## src/rtl/operand_reader_pkg.sv

```systemverilog
// Shared defaults, address-width derivation and FSM state encoding for operand_reader.
package operand_reader_pkg;

  localparam int DATA_WIDTH_DEF = 8;
  localparam int MAX_DIM_DEF    = 4;

  function automatic int calc_aw(input int max_dim);
    return (max_dim > 1) ? $clog2(max_dim) : 1;
  endfunction

  typedef enum logic [1:0] {
    ST_IDLE   = 2'd0,
    ST_STREAM = 2'd1,
    ST_DONE   = 2'd2
  } state_t;

endpackage

```

## src/rtl/operand_reader.sv

```systemverilog
// Streams a stored operand matrix element by element over a valid/ready port.
// Optional column-major read-out is enabled by defining OPERAND_READER_TRANSPOSE_EN.
module operand_reader
  import operand_reader_pkg::*;
#(
  parameter int DATA_WIDTH = DATA_WIDTH_DEF,
  parameter int MAX_DIM    = MAX_DIM_DEF,
  localparam int AW        = calc_aw(MAX_DIM)
) (
  input  logic                          clk_i,
  input  logic                          rst_n_i,
  input  logic                          start_i,
  input  logic [AW-1:0]                 n_dim_i,
  input  logic [AW-1:0]                 m_dim_i,
`ifdef OPERAND_READER_TRANSPOSE_EN
  input  logic                          transpose_i,
`endif
  output logic [AW-1:0]                 rd_addr_o,
  input  logic [DATA_WIDTH*MAX_DIM-1:0] row_i,
  output logic [DATA_WIDTH-1:0]         elem_o,
  output logic                          elem_valid_o,
  input  logic                          elem_ready_i,
  output logic                          elem_eol_o,
  output logic                          elem_last_o,
  output logic                          busy_o,
  output logic                          done_o
);

  // Handshake: an element moves on a rising edge where elem_valid_o && elem_ready_i;
  // while elem_valid_o is high and elem_ready_i low, elem_o/eol/last are held.

  state_t          state;
  logic [AW-1:0]   row_cnt;
  logic [AW-1:0]   col_cnt;
  logic [AW-1:0]   n_lat;
  logic [AW-1:0]   m_lat;

  logic [AW-1:0]   lim_n;
  logic [AW-1:0]   lim_m;
  logic            tr_cur;
  logic            row_end;
  logic            col_end;
  logic [AW-1:0]   next_row;
  logic [AW-1:0]   next_col;
  logic            fetch_eol;
  logic            fetch_last;
  logic [DATA_WIDTH-1:0] sel_elem;

`ifdef OPERAND_READER_TRANSPOSE_EN
  logic tr_lat;
  assign tr_cur = (state == ST_IDLE) ? transpose_i : tr_lat;
`else
  assign tr_cur = 1'b0;
`endif

  // Counters hold the position of the next element to load into elem_o, so the
  // memory row for that element is already on rd_addr_o when the load happens.
  assign rd_addr_o = row_cnt;
  assign sel_elem  = row_i[int'(col_cnt)*DATA_WIDTH +: DATA_WIDTH];

  always_comb begin
    lim_n      = (state == ST_IDLE) ? n_dim_i : n_lat;
    lim_m      = (state == ST_IDLE) ? m_dim_i : m_lat;
    row_end    = (row_cnt == lim_n);
    col_end    = (col_cnt == lim_m);
    next_row   = row_cnt;
    next_col   = col_cnt;
    fetch_last = row_end && col_end;
    if (tr_cur) begin
      fetch_eol = row_end;
      if (row_end) begin
        next_row = '0;
        next_col = col_end ? '0 : col_cnt + 1'b1;
      end else begin
        next_row = row_cnt + 1'b1;
      end
    end else begin
      fetch_eol = col_end;
      if (col_end) begin
        next_col = '0;
        next_row = row_end ? '0 : row_cnt + 1'b1;
      end else begin
        next_col = col_cnt + 1'b1;
      end
    end
  end

  always_ff @(posedge clk_i or negedge rst_n_i) begin
    if (!rst_n_i) begin
      state        <= ST_IDLE;
      row_cnt      <= '0;
      col_cnt      <= '0;
      n_lat        <= '0;
      m_lat        <= '0;
`ifdef OPERAND_READER_TRANSPOSE_EN
      tr_lat       <= 1'b0;
`endif
      elem_o       <= '0;
      elem_valid_o <= 1'b0;
      elem_eol_o   <= 1'b0;
      elem_last_o  <= 1'b0;
      busy_o       <= 1'b0;
      done_o       <= 1'b0;
    end else begin
      done_o <= 1'b0;
      case (state)
        ST_IDLE: begin
          if (start_i) begin
            n_lat        <= n_dim_i;
            m_lat        <= m_dim_i;
`ifdef OPERAND_READER_TRANSPOSE_EN
            tr_lat       <= transpose_i;
`endif
            elem_o       <= sel_elem;
            elem_eol_o   <= fetch_eol;
            elem_last_o  <= fetch_last;
            elem_valid_o <= 1'b1;
            row_cnt      <= next_row;
            col_cnt      <= next_col;
            busy_o       <= 1'b1;
            state        <= ST_STREAM;
          end
        end
        ST_STREAM: begin
          if (elem_ready_i) begin
            if (elem_last_o) begin
              elem_valid_o <= 1'b0;
              elem_eol_o   <= 1'b0;
              elem_last_o  <= 1'b0;
              row_cnt      <= '0;
              col_cnt      <= '0;
              done_o       <= 1'b1;
              state        <= ST_DONE;
            end else begin
              elem_o      <= sel_elem;
              elem_eol_o  <= fetch_eol;
              elem_last_o <= fetch_last;
              row_cnt     <= next_row;
              col_cnt     <= next_col;
            end
          end
        end
        ST_DONE: begin
          busy_o <= 1'b0;
          state  <= ST_IDLE;
        end
        default: begin
          busy_o <= 1'b0;
          state  <= ST_IDLE;
        end
      endcase
    end
  end

endmodule

```

## config.mk

```make
export PLATFORM = sky130hd
export DESIGN_NAME = operand_reader
export DESIGN_NICKNAME = d
export VERILOG_FILES = /design/src/rtl/operand_reader_pkg.sv /design/src/rtl/operand_reader.sv
export SDC_FILE = /design/constraint.sdc
export NUM_CORES = 1
export LEC_CHECK = 0
export CAP_MARGIN = 20
export CORE_MARGIN = 2
export CORE_UTILIZATION = 38
export CTS_CLUSTER_DIAMETER = 120
export DETAILED_ROUTE_END_ITERATION = 8
export GPL_TIMING_DRIVEN = 0
export PLACE_DENSITY = 0.76
export SYNTH_ARGS = -nofsm -noshare
export SYNTH_HDL_FRONTEND = slang
export SYNTH_SLANG_ARGS = --single-unit
```

## constraint.sdc

```tcl
create_clock -name clk_i -period 1.5 [get_ports clk_i]
set_input_delay 0.15 -clock clk_i [delete_from_list [all_inputs] [get_ports clk_i]]
set_output_delay 0.15 -clock clk_i [all_outputs]
set_load 0.05 [all_outputs]
```

# After elaboration in Yosys (flattened, before gate mapping)

Index checks and enable logic that the tools add are counted.

Bits in writable memories: 0
Bits in read-only memories: 0
Register bits after elaboration: 23
Word-level logic and storage cells: 68
Output and inout bits: 15
Bits of input ports: 40
Bits in latches: 0
Memories kept: 0

Bitwise operators: 1
Multiplexer cells: 37
Reductions and logical operators: 9
Equality and inequality tests: 7
Multiply operators: 0
Divide/modulo/power cells: 0
Order comparisons: 0
Shift operators: 1
Add/subtract/negate cells: 2

Operator list:

| operator                                            | count |
|---|---|
| indexed part select 32 x 6 -> 8 bit                 | 1 |
| two-way mux 2 bit                                   | 14 |
| two-way mux 8 bit                                   | 3 |
| one-hot mux 8 bit (2 select lines)                  | 1 |
| two-way mux 1 bit                                   | 12 |
| one-hot mux 2 bit (2 select lines)                  | 3 |
| inequality test 2 bit, second input constant        | 4 |
| one-hot mux 1 bit (2 select lines)                  | 4 |
| AND reduction 4 bit                                 | 2 |
| AND reduction 3 bit                                 | 2 |
| adder 2 x 1 -> 2 bit, second input constant         | 2 |
| equality test 2 bit                                 | 2 |
| AND reduction 2 bit                                 | 2 |
| equality test 2 x 1 -> 1 bit, second input constant | 1 |
| logical NOT 2 bit                                   | 1 |
| nonzero test 2 bit                                  | 1 |
| logical AND 1 bit                                   | 1 |
| NOT 1 bit                                           | 1 |

# Depth between registers and ports, before layout

Word-level depth: 8
Gate-level depth with buffers: 6
Depth with buffers taken out: 5

# Worst setup path after synthesis

OpenSTA, ideal clock, no wires.

Path type: register -> register
Start point: register elem_last_o
End point: register elem_o[0]
Arrival time: 1.546 ns
Setup time: 0.125 ns
Period minus slack after synthesis: 1.671 ns
Setup slack: -0.171 ns
Data required time: 1.375 ns
Cell stages (with the launch flop): 5
Buffers on the path: 1
Path through: dfrtp_1 nand3b_1 a21oi_2 buf_6 mux2_2

Longest elaborated chain between the ends: 2

Ends and longest elaborated chain:

| item                                   | line                  | text |
|---|---|---|
| start, declared                        | operand_reader.sv:24  | `output logic elem_last_o,` |
| start signal, assigned                 | operand_reader.sv:116 | `elem_last_o <= fetch_last;` |
| start signal, assigned                 | operand_reader.sv:137 | `elem_last_o <= fetch_last;` |
| inequality test 2 bit (no source line) | --                    |  |
| AND reduction 4 bit (no source line)   | --                    |  |
| end signal, assigned                   | operand_reader.sv:114 | `elem_o <= sel_elem;` |
| end signal, assigned                   | operand_reader.sv:135 | `elem_o <= sel_elem;` |
| end, declared                          | operand_reader.sv:20  | `output logic [DATA_WIDTH-1:0] elem_o,` |

Every way passes these cells.
A chain may end at the register's enable or synchronous reset.

# Final worst setup path

Start point: register state[0]
End point: register row_cnt[1] (netlist: rd_addr_o[1])

Longest elaborated chain between the ends: 8
Elaborated cells between the ends (all ways): 16
Those cells by class: eq/ne: 5; mux: 8; reduce/logical: 3

Ends and longest elaborated chain:

| item                               | line                                                              | text |
|---|---|---|
| start, declared                    | operand_reader.sv:32                                              | `state_t state;` |
| start signal, assigned             | operand_reader.sv:90                                              | `state <= ST_IDLE;` |
| start signal, assigned             | operand_reader.sv:121                                             | `state <= ST_STREAM;` |
| start signal, assigned             | operand_reader.sv:133                                             | `state <= ST_DONE;` |
| logical NOT 2 bit                  | operand_reader.sv:62, operand_reader.sv:63, operand_reader.sv:106 |  |
| two-way mux 2 bit                  | operand_reader.sv:62                                              | `lim_n = (state == ST_IDLE) ? n_dim_i : n_lat;` |
| equality test 2 bit                | operand_reader.sv:64                                              | `row_end = (row_cnt == lim_n);` |
| two-way mux 2 bit                  | operand_reader.sv:81                                              | `next_row = row_end ? '0 : row_cnt + 1'b1;` |
| two-way mux 2 bit                  | operand_reader.sv:79                                              | `if (col_end) begin` |
| two-way mux 2 bit                  | operand_reader.sv:126                                             | `if (elem_last_o) begin` |
| two-way mux 2 bit                  | operand_reader.sv:125                                             | `if (elem_ready_i) begin` |
| one-hot mux 2 bit (2 select lines) | operand_reader.sv:106                                             | `case (state)` |
| end signal, assigned               | operand_reader.sv:118                                             | `row_cnt <= next_row;` |
| end signal, assigned               | operand_reader.sv:138                                             | `row_cnt <= next_row;` |
| end, declared                      | operand_reader.sv:33                                              | `logic [AW-1:0] row_cnt;` |

Several ways; a longest one is shown, not always the timed one. The select of a mux whose other input is x is not followed.

==> results.md <==
| Result | This run | Unit |
|:---|:---|:---|
| Cell at the root of the clock tree | clkbuf_4 | - |
| Worst Tran Pin Value | 0.508 | ns |
| Static power due to leakage | 0.000914 | uW |
| Post-synthesis average cell area | 11.9 | um^2 |
| Std-Cell Core Area | 3310 | um^2 |
| Share of post-route cells with drive strength above 1 | 0.331 | - |
| Effective utilization at floorplan | 0.392 | - |
| DRC violation count after routing | 0 | - |
| Sequential area share after synthesis | 0.444 | - |
| Initial antenna violation count | 0 | - |
| Layout Utilization | 0.655 | - |
| Switching Fraction | 0.448 | - |
| Unrepaired setup endpoints after global routing | true | - |
| Die area | 3900 | um^2 |
| Cell area after layout | 2170 | um^2 |
| Worst flop-to-flop path endpoint | rd_addr_o[1] | - |
| Sum of negative setup slack | -0.413 | ns |
| Worst setup slack after placement | -0.271 | ns |
| Clock power share | 0.064 | - |
| Remaining global-route overflow | 0 | - |
| Average routed wire per standard cell | 15.5 | um |
| Peak fanout along the critical path | 6 | - |
| Syn-to-layout area delta | 67.2 | % |
| Cell type contributing the most total cell area after synthesis | dfrtp_1 | - |
| Number of max-slew violations in the final report | 0 | - |
| Clock-pin slew on the worst setup and hold paths | 0.13 | ns |
| Number of diodes | 0 | - |
| GR Util All Layers | 0.179 | - |
| RD Place Congestion | 0.806 | - |
| Post-layout total power | 4470 | uW |
| Count of buffers from port buffering | 54 | - |
| Timing-limited maximum frequency | 632 | MHz |
| Critical path class | reg -> reg | - |
| Synthesized instance count | 109 | - |
| Slew margin rel. | 0.663 | - |
| Combinational share of power | 0.690 | - |
| Clk_skew | 0.0100 | ns |
| Count of endpoints failing setup in the final report | 9 | - |
| Number of nets still failing antenna checks after routing | 0 | - |
| Power density of the placed cells | 2060 | nW/um^2 |
| Number of synthesized flops with an enable pin | 0 | - |
| Clock tree from TritonCTS | done | - |
| Portion of the clock cycle consumed by the worst path in the final layout | 1.06 | - |
| Number of cell rows | 21 | - |
| Post-layout worst setup margin | -0.0827 | ns |
| First-pass iteration count of the detailed router | 4 | - |
| Reg2reg path depth | 5 | - |
| DPL Wire Length | 2400 | um |
| Largest net degree at the start of global routing | 24 | - |
| Cell with the most instances after synthesis | dfrtp_1 | - |
| Post-Route WL | 3470 | um |
| Clock sink count | 23 | - |
| Flip-flop and latch count after synthesis | 23 | - |
| Area share of the leading cell type in the synthesized netlist | 0.444 | - |
| Count of routing violations after the opening detailed-route iteration | 23 | - |
| Global-route wire length before repair | 5600 | um |
| Cell at the slowest stage of the critical path | dfrtp_2 | - |
| Vias in the first global route | 1263 | - |
| Number of warnings printed during yosys synthesis | 0 | - |
| Violated checks | negative setup slack | - |
| Area after DPL | 1920 | um^2 |
| Number of fillers in the final layout | 285 | - |
| Largest cells by area after synthesis | dfrtp_1, mux4_2, mux2_2 | - |
| Count of nets after finishing | 219 | - |
| Type of destination of the critical path | register | - |
| Arr. time, crit path | 1.78 | ns |
| Fin. Hold Viols | 0 | - |
| Status | finished, violations left | - |
| Minimum clock period | 1.58 | ns |
| Cell-by-cell trace of the critical path | or3_4 -> and3_4 -> o22ai_4 -> nand3b_1 -> o211ai_1 | - |
| Largest vdd supply drop | 0.00104 | V |
| Total of max-cap violations | 0 | - |
| Synthesized net count | 149 | - |
| Required time reported for the critical path endpoint | 1.70 | ns |
| Sequential group share of total power | 0.246 | - |
| Number of vias per cell after detailed routing | 5.27 | - |
| Clock Tree Buf Depth | 2 | - |
| R2R Path Start | state[0] | - |
| Total buffers and inverters traversed by the critical path | 0 | - |
| Critical path's largest stage delay | 0.47 | ns |
| Netlist cell types | 30 | - |
| Most used flip-flop cell after synthesis | dfrtp_1 | - |
| Height of the chip | 62.4 | um |
| Horizontal die dimension | 62.4 | um |
| Number of H-tree levels | 1 | - |
| Switching pwr | 2000 | uW |
| Class of the worst hold path | in -> async | - |
| Clk_lat worst skew | 0.31 | ns |
| Proportion of synthesized flip-flops having asynchronous set or reset | 1.00 | - |
| Num ports | 55 | - |
| Total clock buffers created by CTS | 3 | - |
| Total vias in the final route | 1181 | - |
| Synth cell count leaders | dfrtp_1, mux2_2, nand2_1 | - |
| Mapped Area | 1300 | um^2 |
| Crit start category | register | - |
| Register-to-register setup slack | -0.08 | ns |
| Cell family with the largest share of critical-path delay | simple AND/OR/NAND/NOR gates | - |
| Internal cell power | 2470 | uW |
==> logic make-up (layout without fill, tap and decap cells) <==
logic type | Yosys count | count (layout) | share of synthesized area
DFF | 23 | 23 | 0.444
AOI/OAI and AO/OA | 25 | 26 | 0.136
and+or+nand+nor | 30 | 30 | 0.124
buffers and inverters | 11 | 79 | 0.0530
muxes | 20 | 20 | 0.243
==> how the worst max path moves through the flow <==
stage	depth (start not counted)	start	slack, ns	end
global placement	5	elem_ready_i	-0.24	elem_o[0]
finish	5	state[0]	-0.08	rd_addr_o[1]
detailed placement	6	m_dim_i[0]	-0.27	rd_addr_o[1]
floorplan	4	elem_last_o	-0.04	elem_o[0]
global route	6	state[0]	-0.16	rd_addr_o[1]
CTS	6	state[0]	-0.12	rd_addr_o[1]
==> final cells by class <==
cell class	count	area, um^2	share of cell area
Inverter	5	18.8	0.00865
Multi-Input combinational cell	76	791	0.364
Buffer	6	65.1	0.0300
Clock buffer	4	26.3	0.0121
Timing Repair Buffer	64	632	0.291
Sequential cell	23	579	0.267
Tap cell	46	57.6	0.0265
==> metal layers <==
layer | share of wire | up-vias | global-route usage | routed length, um
li1 | - | 542 | - | -
met1 | 0.38 | 583 | 0.205 | 1310
met2 | 0.54 | 52 | 0.336 | 1860
met3 | 0.074 | 4 | 0.0396 | 255
met4 | 0.010 | 0 | 0.0417 | 36
met5 | 0 | - | 0 | 0
==> layout by cell type, fill, tap and decap left out, types with 2 or more instances in the layout <==
cell type,n
clkdlybuf4s50_1,39
dfrtp_1,20
dlygate4sd2_1,14
nand2_1,11
mux4_2,8
mux2_4,8
buf_4,6
buf_6,5
inv_1,5
a21oi_1,4
mux2_2,4
nor2_1,3
nand3b_1,3
clkbuf_4,3
dfrtp_2,3
and2_1,2
a21oi_4,2
o21a_4,2
or3_4,2
o22ai_4,2
o21ai_0,2
o21a_1,2
a21oi_2,2
a31oi_1,2
o21ai_1,2
==> through the flow <==
step / hold WS, ns / instances
after floorplan: -0.146 / 109
after global placement: 0.476 / 209
after detailed placement: 0.489 / 209
after CTS: 0.421 / 221
after global routing: 0.0602 / 224
final: 0.0710 / 224
==> power by group through the flow <==
| stage | logic (uW) | clock network [uW] | registers (uW) |
|---|---|---|---|
| after global placement | 2550 | 0 | 1070 |
| after CTS | 2820 | 291 | 1080 |
| after global routing | 3270 | 320 | 1130 |
| final | 3090 | 285 | 1100 |
| after detailed placement | 2620 | 0 | 1080 |
| after floorplan | 1360 | 0 | 1630 |
==> flip-flops by register name, indices dropped and copies added (netlist names), 2 cells and up <==
name       count
state          2
n_lat          2
col_cnt        2
rd_addr_o      2
elem_o         8
m_lat          2
==> worst reg2reg max path, cell delays in order (launching register included) <==
cell and delay, ns:
dfrtp_2 0.47, or3_4 0.40, and3_4 0.20, o22ai_4 0.19, nand3b_1 0.14, o211ai_1 0.08
==> timing repair <==
action                     CTS  global route
gates cloned                 3             0
pin swaps                    5             9
resized for setup           27            18
hold buffers                 0             0
buffers inserted             5             2
setup endpoints to repair   29            15
(Power assumes the default switching activity.)
